**src/rtl/ex_issue_ctrl_if.sv**
```systemverilog
// Handshake and control-word bundle between the ID stage, the EX issue
// controller and the IF/ID hazard logic.
interface ex_issue_ctrl_if;
  logic       instr_valid;
  logic [3:0] opcode;
  logic [2:0] funct_in;
  logic       zero_ex;
  logic       mem_ready;

  logic       WR;
  logic       SOUT;
  logic       WM;
  logic       RM;
  logic       NEQ;
  logic       J;
  logic       JC;
  logic       SIN;
  logic       INA;
  logic [2:0] funct;
  logic       issue_valid;
  logic       stall;
  logic       flush;
  logic       pc_sel;
  logic       mem_err;
  logic       illegal_op;
  logic [7:0] retired;

  // master: the ID stage / environment side
  modport master (
    output instr_valid, opcode, funct_in, zero_ex, mem_ready,
    input  WR, SOUT, WM, RM, NEQ, J, JC, SIN, INA, funct,
    input  issue_valid, stall, flush, pc_sel, mem_err, illegal_op, retired
  );

  // slave: the issue controller itself
  modport slave (
    input  instr_valid, opcode, funct_in, zero_ex, mem_ready,
    output WR, SOUT, WM, RM, NEQ, J, JC, SIN, INA, funct,
    output issue_valid, stall, flush, pc_sel, mem_err, illegal_op, retired
  );
endinterface

```
**src/rtl/ex_issue_ctrl.sv**
```systemverilog
// EX-stage issue controller: registers the decoded control word, holds it over
// memory waits, resolves conditional jumps and drives stall/flush/pc_sel.
module ex_issue_ctrl #(
  parameter int unsigned FLUSH_CYCLES = 2,
  parameter int unsigned MEM_TIMEOUT  = 15
) (
  input logic            clock,
  input logic            reset_n,
  ex_issue_ctrl_if.slave bus
);

  typedef enum logic [1:0] {StIdle, StMemWait, StBrResolve, StFlush} state_e;

  typedef struct packed {
    logic       wr;
    logic       sout;
    logic       wm;
    logic       rm;
    logic       neq;
    logic       j;
    logic       jc;
    logic       sin;
    logic       ina;
    logic [2:0] funct;
  } ctrl_t;

  localparam logic [7:0] TmoLast   = 8'(MEM_TIMEOUT - 1);
  localparam logic [2:0] FlushLast = 3'(FLUSH_CYCLES - 1);

  state_e     state_q, state_d;
  ctrl_t      word_q, word_d;
  logic       issue_valid_q, issue_valid_d;
  logic       stall_q, stall_d;
  logic       flush_q, flush_d;
  logic       pc_sel_q, pc_sel_d;
  logic       mem_err_q, mem_err_d;
  logic       illegal_q, illegal_d;
  logic [7:0] retired_q, retired_d;
  logic [7:0] tmo_q, tmo_d;
  logic [2:0] fcnt_q, fcnt_d;

  ctrl_t dec;
  logic  dec_real;
  logic  dec_illegal;
  logic  taken;

  // Opcode decode; undefined opcodes behave as NOP apart from the sticky flag.
  always_comb begin
    dec         = '0;
    dec_real    = 1'b1;
    dec_illegal = 1'b0;
    case (bus.opcode)
      4'h0: dec_real = 1'b0;
      4'h1: begin
        dec.wr    = 1'b1;
        dec.funct = bus.funct_in;
      end
      4'h2: begin
        dec.wr    = 1'b1;
        dec.sin   = 1'b1;
        dec.funct = bus.funct_in;
      end
      4'h3: begin
        dec.rm  = 1'b1;
        dec.wr  = 1'b1;
        dec.sin = 1'b1;
      end
      4'h4: begin
        dec.wm  = 1'b1;
        dec.sin = 1'b1;
      end
      4'h5: dec.j = 1'b1;
      4'h6: dec.jc = 1'b1;
      4'h7: begin
        dec.jc  = 1'b1;
        dec.neq = 1'b1;
      end
      4'h8: dec.sout = 1'b1;
      4'h9: begin
        dec.ina = 1'b1;
        dec.wr  = 1'b1;
      end
      default: begin
        dec_real    = 1'b0;
        dec_illegal = 1'b1;
      end
    endcase
  end

  assign taken = word_q.neq ? ~bus.zero_ex : bus.zero_ex;

  // stall/flush/pc_sel are registered against the state being entered, so they
  // line up with the cycles the FSM actually spends there.
  always_comb begin
    state_d       = state_q;
    word_d        = word_q;
    issue_valid_d = issue_valid_q;
    stall_d       = 1'b0;
    flush_d       = 1'b0;
    pc_sel_d      = 1'b0;
    mem_err_d     = mem_err_q;
    illegal_d     = illegal_q;
    retired_d     = retired_q;
    tmo_d         = tmo_q;
    fcnt_d        = fcnt_q;

    unique case (state_q)
      StIdle: begin
        word_d        = '0;
        issue_valid_d = 1'b0;
        if (bus.instr_valid) begin
          word_d        = dec;
          issue_valid_d = dec_real;
          if (dec_real) retired_d = retired_q + 8'd1;
          if (dec_illegal) illegal_d = 1'b1;
          if (dec.rm || dec.wm) begin
            state_d = StMemWait;
            stall_d = 1'b1;
            tmo_d   = '0;
          end else if (dec.j) begin
            state_d  = StFlush;
            pc_sel_d = 1'b1;
            flush_d  = 1'b1;
            fcnt_d   = '0;
          end else if (dec.jc) begin
            state_d = StBrResolve;
            stall_d = 1'b1;
          end
        end
      end

      StMemWait: begin
        if (bus.mem_ready) begin
          state_d       = StIdle;
          word_d        = '0;
          issue_valid_d = 1'b0;
        end else if (tmo_q == TmoLast) begin
          state_d       = StIdle;
          word_d        = '0;
          issue_valid_d = 1'b0;
          mem_err_d     = 1'b1;
        end else begin
          stall_d = 1'b1;
          tmo_d   = tmo_q + 8'd1;
        end
      end

      StBrResolve: begin
        word_d        = '0;
        issue_valid_d = 1'b0;
        if (taken) begin
          state_d  = StFlush;
          pc_sel_d = 1'b1;
          flush_d  = 1'b1;
          fcnt_d   = '0;
        end else begin
          state_d = StIdle;
        end
      end

      StFlush: begin
        word_d        = '0;
        issue_valid_d = 1'b0;
        if (fcnt_q == FlushLast) begin
          state_d = StIdle;
        end else begin
          flush_d = 1'b1;
          fcnt_d  = fcnt_q + 3'd1;
        end
      end

      default: state_d = StIdle;
    endcase
  end

  always_ff @(posedge clock or negedge reset_n) begin
    if (!reset_n) begin
      state_q       <= StIdle;
      word_q        <= '0;
      issue_valid_q <= 1'b0;
      stall_q       <= 1'b0;
      flush_q       <= 1'b0;
      pc_sel_q      <= 1'b0;
      mem_err_q     <= 1'b0;
      illegal_q     <= 1'b0;
      retired_q     <= '0;
      tmo_q         <= '0;
      fcnt_q        <= '0;
    end else begin
      state_q       <= state_d;
      word_q        <= word_d;
      issue_valid_q <= issue_valid_d;
      stall_q       <= stall_d;
      flush_q       <= flush_d;
      pc_sel_q      <= pc_sel_d;
      mem_err_q     <= mem_err_d;
      illegal_q     <= illegal_d;
      retired_q     <= retired_d;
      tmo_q         <= tmo_d;
      fcnt_q        <= fcnt_d;
    end
  end

  assign bus.WR          = word_q.wr;
  assign bus.SOUT        = word_q.sout;
  assign bus.WM          = word_q.wm;
  assign bus.RM          = word_q.rm;
  assign bus.NEQ         = word_q.neq;
  assign bus.J           = word_q.j;
  assign bus.JC          = word_q.jc;
  assign bus.SIN         = word_q.sin;
  assign bus.INA         = word_q.ina;
  assign bus.funct       = word_q.funct;
  assign bus.issue_valid = issue_valid_q;
  assign bus.stall       = stall_q;
  assign bus.flush       = flush_q;
  assign bus.pc_sel      = pc_sel_q;
  assign bus.mem_err     = mem_err_q;
  assign bus.illegal_op  = illegal_q;
  assign bus.retired     = retired_q;

endmodule

```
**src/flat_wrapper.sv**
```systemverilog
// flat-port wrapper written by rule: the top's interface ports become plain ports
module ex_issue_ctrl_flat 
#(
  parameter int unsigned FLUSH_CYCLES = 2,
  parameter int unsigned MEM_TIMEOUT  = 15
)
  (clock, reset_n, bus_instr_valid, bus_opcode, bus_funct_in, bus_zero_ex, bus_mem_ready, bus_WR, bus_SOUT, bus_WM, bus_RM, bus_NEQ, bus_J, bus_JC, bus_SIN, bus_INA, bus_funct, bus_issue_valid, bus_stall, bus_flush, bus_pc_sel, bus_mem_err, bus_illegal_op, bus_retired);
  ex_issue_ctrl_if bus_i ();
  input logic clock;
  input logic reset_n;
  input wire logic [$bits(bus_i.instr_valid)-1:0] bus_instr_valid;
  input wire logic [$bits(bus_i.opcode)-1:0] bus_opcode;
  input wire logic [$bits(bus_i.funct_in)-1:0] bus_funct_in;
  input wire logic [$bits(bus_i.zero_ex)-1:0] bus_zero_ex;
  input wire logic [$bits(bus_i.mem_ready)-1:0] bus_mem_ready;
  output wire logic [$bits(bus_i.WR)-1:0] bus_WR;
  output wire logic [$bits(bus_i.SOUT)-1:0] bus_SOUT;
  output wire logic [$bits(bus_i.WM)-1:0] bus_WM;
  output wire logic [$bits(bus_i.RM)-1:0] bus_RM;
  output wire logic [$bits(bus_i.NEQ)-1:0] bus_NEQ;
  output wire logic [$bits(bus_i.J)-1:0] bus_J;
  output wire logic [$bits(bus_i.JC)-1:0] bus_JC;
  output wire logic [$bits(bus_i.SIN)-1:0] bus_SIN;
  output wire logic [$bits(bus_i.INA)-1:0] bus_INA;
  output wire logic [$bits(bus_i.funct)-1:0] bus_funct;
  output wire logic [$bits(bus_i.issue_valid)-1:0] bus_issue_valid;
  output wire logic [$bits(bus_i.stall)-1:0] bus_stall;
  output wire logic [$bits(bus_i.flush)-1:0] bus_flush;
  output wire logic [$bits(bus_i.pc_sel)-1:0] bus_pc_sel;
  output wire logic [$bits(bus_i.mem_err)-1:0] bus_mem_err;
  output wire logic [$bits(bus_i.illegal_op)-1:0] bus_illegal_op;
  output wire logic [$bits(bus_i.retired)-1:0] bus_retired;
  assign bus_i.instr_valid = bus_instr_valid;
  assign bus_i.opcode = bus_opcode;
  assign bus_i.funct_in = bus_funct_in;
  assign bus_i.zero_ex = bus_zero_ex;
  assign bus_i.mem_ready = bus_mem_ready;
  assign bus_WR = bus_i.WR;
  assign bus_SOUT = bus_i.SOUT;
  assign bus_WM = bus_i.WM;
  assign bus_RM = bus_i.RM;
  assign bus_NEQ = bus_i.NEQ;
  assign bus_J = bus_i.J;
  assign bus_JC = bus_i.JC;
  assign bus_SIN = bus_i.SIN;
  assign bus_INA = bus_i.INA;
  assign bus_funct = bus_i.funct;
  assign bus_issue_valid = bus_i.issue_valid;
  assign bus_stall = bus_i.stall;
  assign bus_flush = bus_i.flush;
  assign bus_pc_sel = bus_i.pc_sel;
  assign bus_mem_err = bus_i.mem_err;
  assign bus_illegal_op = bus_i.illegal_op;
  assign bus_retired = bus_i.retired;
  ex_issue_ctrl #(.FLUSH_CYCLES(FLUSH_CYCLES), .MEM_TIMEOUT(MEM_TIMEOUT)) u_core (.clock(clock), .reset_n(reset_n), .bus(bus_i));
endmodule
```
**config.mk**
```make
export PLATFORM = sky130hd
export DESIGN_NAME = ex_issue_ctrl_flat
export DESIGN_NICKNAME = d
export VERILOG_FILES = /design/src/rtl/ex_issue_ctrl_if.sv /design/src/rtl/ex_issue_ctrl.sv /design/src/flat_wrapper.sv
export SDC_FILE = /design/constraint.sdc
export NUM_CORES = 1
export LEC_CHECK = 0
export CAP_MARGIN = 10
export CORE_MARGIN = 2
export CORE_UTILIZATION = 50
export DETAILED_ROUTE_END_ITERATION = 12
export MAX_ROUTING_LAYER = met4
export PLACE_DENSITY = 0.8
export SETUP_SLACK_MARGIN = 0.15
export SYNTH_ARGS = -nofsm -noshare
export SYNTH_HDL_FRONTEND = slang
export SYNTH_SLANG_ARGS = --single-unit
```
**constraint.sdc**
```tcl
create_clock -name clock -period 3.03 [get_ports clock]
set_input_delay 0.4545 -clock clock [delete_from_list [all_inputs] [get_ports clock]]
set_output_delay 0.4545 -clock clock [all_outputs]
set_load 0.01 [all_outputs]
```
# [Yosys cells after proc, flatten, opt, wreduce, memory -nomap -nowiden]
# Index checks and enable logic that the tools add are counted.
[totals] ff_bits=39 latchBits=0 mem_bits_rw=0 mem_bits_ro=0 output_inout_bits=26 wordCells=123 n_memories=0
[classes] add_sub_neg=3 mul=0 div_mod_pow=0 magnitude_cmp=0 n_eq_ne=25 shift=0 n_mux=54 n_bitwise=3 reduce_logical=18
[op_table] operator="12-bit two-way mux" n=3
[op_table] operator="12-bit case mux with 3 select lines" n=1
[op_table] operator="8-bit two-way mux" n=4
[op_table] operator="1-bit two-way mux" n=25
[op_table] operator="3-bit two-way mux" n=6
[op_table] operator="8-bit by 1-bit adder with 8-bit output, second input constant" n=2
[op_table] operator="4-bit by 3-bit equality test with 1-bit output, second input constant" n=4
[op_table] operator="2-bit two-way mux" n=8
[op_table] operator="8-bit case mux with 2 select lines" n=1
[op_table] operator="2-bit inequality test, second input constant" n=5
[op_table] operator="10-bit OR reduction" n=1
[op_table] operator="3-bit case mux with 3 select lines" n=1
[op_table] operator="3-bit AND reduction" n=3
[op_table] operator="9-bit OR reduction" n=1
[op_table] operator="4-bit by 2-bit equality test with 1-bit output, second input constant" n=2
[op_table] operator="4-bit equality test, second input constant" n=2
[op_table] operator="8-bit by 4-bit equality test with 1-bit output, second input constant" n=1
[op_table] operator="2-bit by 1-bit inequality test with 1-bit output, second input constant" n=4
[op_table] operator="2-bit case mux with 4 select lines" n=1
[op_table] operator="1-bit case mux with 3 select lines" n=2
[op_table] operator="6-bit AND reduction" n=1
[op_table] operator="2-bit OR reduction" n=3
[op_table] operator="5-bit AND reduction" n=1
[op_table] operator="2-bit equality test, second input constant" n=2
[op_table] operator="16 further kinds" n=19

# [Depth between registers and ports, before layout]
# Gate-level depths: netlist (run 1).
[depth] ltp_word=8 depth_mapped=8

# [Worst setup path before layout (run 1)]
# No wires, ideal clock.
[synth_timing] path_type="register -> register" from="register u_core.tmo_q[0]" to="register u_core.tmo_q[7]" setup_ps=118 arrival_time_ps=1638 path_slack_ps=1273 path_stages_with_launch=8 path_buffers=1 period_less_slack_ps=1757 cell_sequence="dfrtp_1 inv_1 ha_1 nand4b_1 o41a_1 buf_2 mux2_1 a21o_1"
[synth_via] elab_chain_cells=4 elab_cells_between_ends=7 cone_classes="add/sub (1); eq/ne (2); mux (3); reduce/logical (1)"
[synth_rtl] element="start: declaration" line="ex_issue_ctrl.sv:39" text="logic [7:0] tmo_q, tmo_d;"
[synth_rtl] element="start signal: assignment" line="ex_issue_ctrl.sv:199" text="tmo_q <= tmo_d;"
[synth_rtl] element="8-bit by 1-bit adder with 8-bit output" line="ex_issue_ctrl.sv:144" text="tmo_d = tmo_q + 8'd1;"
[synth_rtl] element="8-bit two-way mux" line="ex_issue_ctrl.sv:137" text="end else if (tmo_q == TmoLast) begin"
[synth_rtl] element="8-bit two-way mux" line="ex_issue_ctrl.sv:133" text="if (bus.mem_ready) begin"
[synth_rtl] element="8-bit case mux with 2 select lines" line="ex_issue_ctrl.sv:107" text="unique case (state_q)"
# Parallel ways exist; a longest one is shown, timed or not. The select of a mux whose other input is x is not followed.
# A chain may end at the register's enable or synchronous reset.

# [Worst setup path in the final report (run 1)]
[layout_timing] from="input bus_opcode[1]" to="register u_core.tmo_q[7]"
[layout_via] elab_chain_cells=5 elab_cells_between_ends=7 cone_classes="eq/ne (3); mux (2); reduce/logical (2)"
[layout_rtl] element="start: declaration" line="flat_wrapper.sv:12" text="input wire logic [$bits(bus_i.opcode)-1:0] bus_opcode;"
[layout_rtl] element="4-bit by 2-bit equality test with 1-bit output / 4-bit by 3-bit equality test with 1-bit output (equally long branches)" line="ex_issue_ctrl.sv:52" text="case (bus.opcode)"
[layout_rtl] element="1-bit two-way mux" line="ex_issue_ctrl.sv:52"
[layout_rtl] element="1-bit logical OR *" line="ex_issue_ctrl.sv:116" text="if (dec.rm || dec.wm) begin"
[layout_rtl] element="2-bit by 1-bit inequality test with 1-bit output (no line) *"
[layout_rtl] element="5-bit AND reduction (no line) *"
# Mark *: on every way between the ends. The rest lies on a longest branch, timed or not.

==> run_results.csv, run 1 <==
group,metric,value,unit
outcome,status,"finished clean",
global_routing,grt_start_max_net_pins,40,
timing,period_needed,2.08,ns
synth,ys_types,48,
timing,rsz0062_at_grt,"no",
timing,finalCritPeriodShare,0.687,
detailed_routing,drc,0,
finish,nNetsFinal,230,
synth,avgSynthCellArea,11.0,µm²
worst_setup_path,r2r-start,"u_core.state_q[0]",
power,ir_drop,0.268,mV
power,intPower,957,µW
timing,tightestPinTransition,0.837,ns
timing,drv_slew,0,
worst_setup_path,cpMaxStageDelayCell,"clkdlybuf4s50_1",
synth,synth-async-reset-ratio,1.00,
synth,synth_top_area_frac,0.500,
job,cap_violations,0,
detailed_routing,detail_route.first_pass.iterations,4,
synth,synth-seq-cells,39,
finish,area_growth,23.8,%
floorplan,ios,38,
placed_design,dp_hpwl,2910,µm
finish,multi_input_area,888,µm²
timing,clock.fmax,480,MHz
clock_tree,clkLatencyLatePin,0.29,ns
worst_setup_path,worstPathCellList,"clkdlybuf4s50_1, and3b_1, o211ai_1, mux2_1, a21o_1",
power,seq_power_share,0.494,
detailed_routing,ant_nets,0,
synth,synthSimpleGateAreaFrac,0.183,
worst_setup_path,endpoint_kind,"flip-flop",
global_routing,grt_pass1_wl,6990,µm
worst_setup_path,worstPathArrival,2.27,ns
detailed_routing,drt-total-wl,4090,µm
synth,ys.flop_type,"dfrtp_1",
clock_tree,clockBufferDepth,2,
synth,yosysTopAreaCell,"dfrtp_1",
worst_setup_path,crit_type,"in -> reg",
synth,seq_area_frac_synth,0.500,
clock_tree,cts_tree,"yes",
synth,synth_nets,195,
worst_setup_path,critPathLaunchType,"input port",
power,comb_power_share,0.263,
synth,synthAdderAreaFrac,0.0321,
synth,yosysMostFrequentCell,"dfrtp_1",
power,p_per_area,578,mW/mm²
worst_setup_path,cpPeakStageDelay,0.75,ns
clock_tree,path_clk_slew,0.08,ns
clock_tree,cts.sinks,39,
placed_design,port-buffer-count,37,
detailed_routing,wire_per_inst,15.6,µm
worst_setup_path,path_delay_family,"buffers and inverters",
timing,whs,0.261,ns
timing,hold_violations,0,
placed_design,place_congestion,0.865,
global_routing,overflow,0,
timing,finClkSkew,0.00844,ns
global_routing,grtUsageTotal,0.216,
finish,antenna_cells,0,
power,p_sw_frac,0.315,
floorplan,rows,22,
power,power_switching,439,µW
synth,syn_inst,178,
clock_tree,cts_buffers,5,
synth,synthTopCellsByCount,"dfrtp_1 (39), nand2_1 (12), nor2_1 (9)",
timing,slew_headroom,0.442,
synth,synth-edff-count,0,
clock_tree,cts_max_level,2,
clock_tree,post_cts_buffers,0,
worst_setup_path,r2r_end,"u_core.tmo_q[7]",
timing,setup_tns,0,ns
finish,drive_gt1_frac,0.0701,
synth,synth_area_leaders,"dfrtp_1 (50%), a22o_1 (3.6%), ha_1 (3.2%), xnor2_1 (2.7%), mux2i_1 (2.6%)",
worst_setup_path,rr_worst_depth,4,
finish,ff_latch_area,976,µm²
synth,synthMuxAreaShare,0.0487,
floorplan,die_w,66.5,µm
worst_hold_path,min-delay-path-class,"in -> async",
detailed_routing,avgViaCountPerCell,5.61,
global_routing,antenna_found_initial,0,
worst_setup_path,crit_required,3.22,ns
synth,synth_xor_xnor_area_share,0.0404,
synth,synth_area,0.00195,mm²
detailed_routing,initialDrtViolationCount,50,
synth,synth_compound_area_frac,0.151,
clock_tree,root_buffer,"clkbuf_8",
worst_setup_path,worstPathMaxFanout,13,
power,power.leakage,0.00107,µW
detailed_routing,vias,1471,
power,clkPwrFrac,0.243,
floorplan,die_h,66.5,µm
worst_setup_path,cp.buffers_inverters,1,
synth,synth_top_family_by_area,"simple AND/OR/NAND/NOR gates",
worst_setup_path,worst-r2r-setup-slack,1.03,ns
floorplan,start_util,0.525,
clock_tree,cts_hold_buf,0,
clock_tree,cts_resized,0,
floorplan,core,0.00372,mm²
timing,setup_violations,0,
synth,yosysWarningCount,0,
global_routing,grt_pass1_vias,1527,
floorplan,die-area,0.00442,mm²
finish,fillCellCount,315,
[how the worst max path moves through the flow]
stage	startpoint	to	slack (ns)	depth (start not counted)
global placement	bus_opcode[2]	u_core.tmo_q[7]	0.72	5
detailed placement	bus_opcode[2]	u_core.tmo_q[7]	0.61	5
CTS	bus_opcode[2]	u_core.tmo_q[1]	0.94	5
finish	bus_opcode[1]	u_core.tmo_q[7]	0.95	5
global route	bus_opcode[2]	u_core.tmo_q[1]	0.79	5
floorplan	u_core.tmo_q[0]	u_core.tmo_q[7]	1.27	7
[layout make-up]
class,count,area share
flip-flops and latches,39,0.404
multi-input cells,121,0.368
repair buffers,39,0.157
clock buffers,6,0.0300
well taps,48,0.0249
inverters,7,0.0109
clock inverters,2,0.00518
[logic make-up (layout without fill, tap and decap cells)]
family	count (synthesis)	in the layout
adders and majority gates	5	5
xor gates and xnor gates	9	9
buffers and inverters	18	54
muxes	9	9
DFF	39	39
AOI/OAI and AO/OA	39	39
and+or+nand+nor	59	59
[worst reg2reg max path, cell delays in order, from the launching register on]
cell and delay, ns:
dfrtp_1 0.50, nor3b_1 0.39, o41a_1 0.46, mux2_1 0.37, a21o_1 0.18
[sequential cells by signal, summed over array words and instances (netlist names), 2 cells and up]
name                count
u_core.bus.retired      8
u_core.bus.funct        3
u_core.tmo_q            8
u_core.fcnt_q           3
u_core.state_q          2
[power groups by stage]
stage,sequential (µW),combinational (µW),clock [µW]
after floorplan,700,195,0
after global placement,693,357,0
after detailed placement,699,372,0
after CTS,690,372,346
after global routing,702,405,378
final,690,367,339
[metal layers]
metal,share of wire,global-route usage
met4,0.019,0.0893
met5,0,-
met3,0.039,0.0557
met2,0.49,0.346
met1,0.45,0.260
[through the flow]
step | area, µm² | util | cells | worst slack, ns | power (µW)
final | 2420 | 0.650 | 262 | 0.948 | 1400
after global routing | 2420 | 0.650 | 262 | 0.791 | 1490
after CTS | 2420 | 0.650 | 262 | 0.942 | 1410
after detailed placement | 2330 | 0.627 | 254 | 0.612 | 1070
after global placement | 2330 | 0.627 | 254 | 0.719 | 1050
after floorplan | 1950 | - | 178 | 1.27 | 894
[placed cells by master (no fill, tap or decap), types with 4 or more instances in the layout]
cell / count
nand3_1: 7
and3_1: 4
xnor2_1: 6
clkdlybuf4s50_1: 36
clkbuf_8: 5
inv_1: 7
a21o_1: 5
a22o_1: 8
dfrtp_1: 39
nor2_1: 9
nand2_1: 12
mux2i_1: 5
a21oi_1: 4
ha_1: 5
No activity file was read; power rests on OpenSTA's default activity.
==> run 2: changes to the inputs <==
- CORE_UTILIZATION: 50 -> 46
- PLACE_DENSITY: 0.8 -> 0.78
- clock period: 3.03 -> 1.8 ns (I/O delays scaled with it)
==> run 2 against run 1 <==
  * Clock skew down 0.00079 ns
  * Utilization grew 7.7 points
  * Global-route usage is 1.8 points lower
  * Critical path depth increased by 2
  * Sequential cell count unchanged
  * Combinational power up 140%
  * Highest routed layer unchanged
  * Die area is 8.2% higher
  * Clock power rose to 2.5 times the previous value
  * Final area increased by 21%
  * Hold slack improved by 0.20 ns
==> run_results.csv, run 2 (same netlist as run 1, synthesis figures left out) <==
group,metric,value,unit
finish,drive_gt1_frac,0.283,
detailed_routing,drt-total-wl,4580,µm
worst_hold_path,min-delay-path-class,"in -> async",
global_routing,grtUsageMet2,0.288,
floorplan,die_w,69.1,µm
power,p_per_area,984,mW/mm²
floorplan,start_util,0.484,
timing,slew_headroom,0.652,
worst_setup_path,worst-r2r-setup-slack,0.09,ns
clock_tree,root_buffer,"clkbuf_8",
floorplan,die-area,0.00478,mm²
global_routing,overflow,0,
timing,rsz0062_at_grt,"yes",
clock_tree,path_clk_slew,0.08,ns
timing,setup_tns,0,ns
global_routing,grt_start_max_net_pins,40,
detailed_routing,avgViaCountPerCell,5.38,
finish,final_common_cell,"buf_4",
clock_tree,cts_buffers,5,
worst_setup_path,cpPeakStageDelay,0.39,ns
global_routing,antenna_found_initial,0,
power,finalPower,2880,µW
worst_setup_path,critPathLaunchType,"flip-flop",
job,cap_violations,0,
timing,finalCritPeriodShare,0.950,
worst_setup_path,crit_type,"reg -> reg",
worst_setup_path,crit_required,1.98,ns
detailed_routing,drc,0,
worst_setup_path,worstPathCellList,"inv_1, ha_2, nand4b_1, o41a_1, buf_6, clkbuf_16, a32o_1",
floorplan,ios,38,
floorplan,core,0.00403,mm²
clock_tree,clockBufferDepth,2,
timing,drv_slew,0,
detailed_routing,wire_per_inst,14.9,µm
finish,area_growth,50.2,%
finish,mostFrequentLayoutCells,"buf_4 (39), dfrtp_1 (38), clkdlybuf4s50_1 (33), nor2_1 (9)",
clock_tree,cts.sinks,39,
outcome,status,"finished clean",
placed_design,port-buffer-count,37,
finish,fillCellCount,281,
clock_tree,cts_max_level,2,
placed_design,dpl.cell_count,286,
timing,setup_violations,0,
placed_design,dp_hpwl,3070,µm
global_routing,grt_pass1_wl,7440,µm
power,ir_drop,0.947,mV
global_routing,grt_pass1_vias,1551,
power,power.leakage,0.00139,µW
timing,tightestPinTransition,0.520,ns
global_routing,grtUsageTotal,0.198,
finish,antenna_cells,0,
worst_setup_path,endpoint_kind,"flip-flop",
timing,clock.fmax,585,MHz
detailed_routing,vias,1656,
placed_design,place_congestion,0.854,
worst_setup_path,worstPathArrival,1.89,ns
global_routing,met3_usage,0.0453,
clock_tree,clkLatencyLatePin,0.29,ns
timing,hold_violations,0,
worst_setup_path,worstPathMaxFanout,5,
detailed_routing,ant_nets,0,
floorplan,die_h,69.1,µm
worst_setup_path,cpMaxStageDelayCell,"dfrtp_1",
floorplan,rows,23,
finish,nNetsFinal,274,
global_routing,gr-usage-met1,0.280,
detailed_routing,initialDrtViolationCount,95,
timing,finClkSkew,0.00765,ns
clock_tree,cts_tree,"yes",
timing,period_needed,1.71,ns
global_routing,grt.busiest_layer,"met2",
detailed_routing,detail_route.first_pass.iterations,4,
finish,layout.cells.non_filler,308,
==> run 2: changes by cell type in the layout (fill, tap and decap cells not counted), sizes merged <==
cell,delta
buf,+42
clkinv,-1
clkdlybuf4s50,-3
dlygate4sd3,+1
bufinv,+2
dlymetal6s2s,+2
clkinvlp,-1
clkbuf,+1
dlygate4sd2,+1
==> run 2: cell type report <==
| type | instances | area (µm²) | area share |
|---|---|---|---|
| clock inverter | 2 | 60.1 | 0.0205 |
| inverter | 7 | 26.3 | 0.00896 |
| clock buffer | 6 | 72.6 | 0.0248 |
| multi-input combinational | 121 | 962 | 0.328 |
| timing repair buffer | 83 | 771 | 0.263 |
| tap | 50 | 62.6 | 0.0213 |
| sequential | 39 | 977 | 0.333 |
==> run 2: metrics by stage <==
step	util	hold WS (ns)	area, µm²	worst slack [ns]
final	0.728	0.457	2930	0.0893
after global routing	0.728	0.464	2930	-0.0105
after CTS	0.701	0.469	2830	0.0843
after detailed placement	0.639	0.253	2570	-0.245
after global placement	0.639	0.250	2570	-0.280
after floorplan	-	-0.0256	1960	0.0542
==> run 2: worst max-delay path, delay by kind of cell (launching register included) <==
kind                       cells  cell delay, ns
buffers and inverters          3            0.37
DFF                            1            0.39
AOI/OAI and AO/OA              2            0.57
adders and majority gates      1            0.16
and+or+nand+nor                1            0.12
==> run 2: routing by layer <==
layer | vias to the layer above | routed length, µm
li1 | 800 | -
met1 | 802 | 2120
met2 | 47 | 2150
met3 | 7 | 259
met4 | 0 | 49
met5 | - | 0
==> run 2: path summary, 6_finish.rpt <==
check | start | endpoint | cells past startpoint
min | reset_n | u_core.bus.illegal_op | 3
min in group clock | bus_opcode[2] | u_core.bus.RM | 3
min reg2reg | u_core.bus.retired[7] | u_core.bus.retired[7] | 1
max | u_core.tmo_q[0] | u_core.bus.SIN | 7
max in group asynchronous | reset_n | u_core.state_q[1] | 3
max reg2reg | u_core.tmo_q[0] | u_core.bus.SIN | 7
==> run 2: timing repair <==
action	CTS	global route
gates resized for setup	11	11
hold buffers	1	0
pin swaps	4	12
gates cloned	0	1
endpoints found under the hold margin	39	0
setup buffers	7	5
endpoints found under the setup margin	19	30
==> run 2: report_power, final <==
group          switching, µW  total (µW)  internal, µW  leakage [µW]
clock                    310         864           554     0.0000654
combinational            363         865           502      0.000801
sequential               145        1160          1010      0.000521
total                    817        2880          2070       0.00139
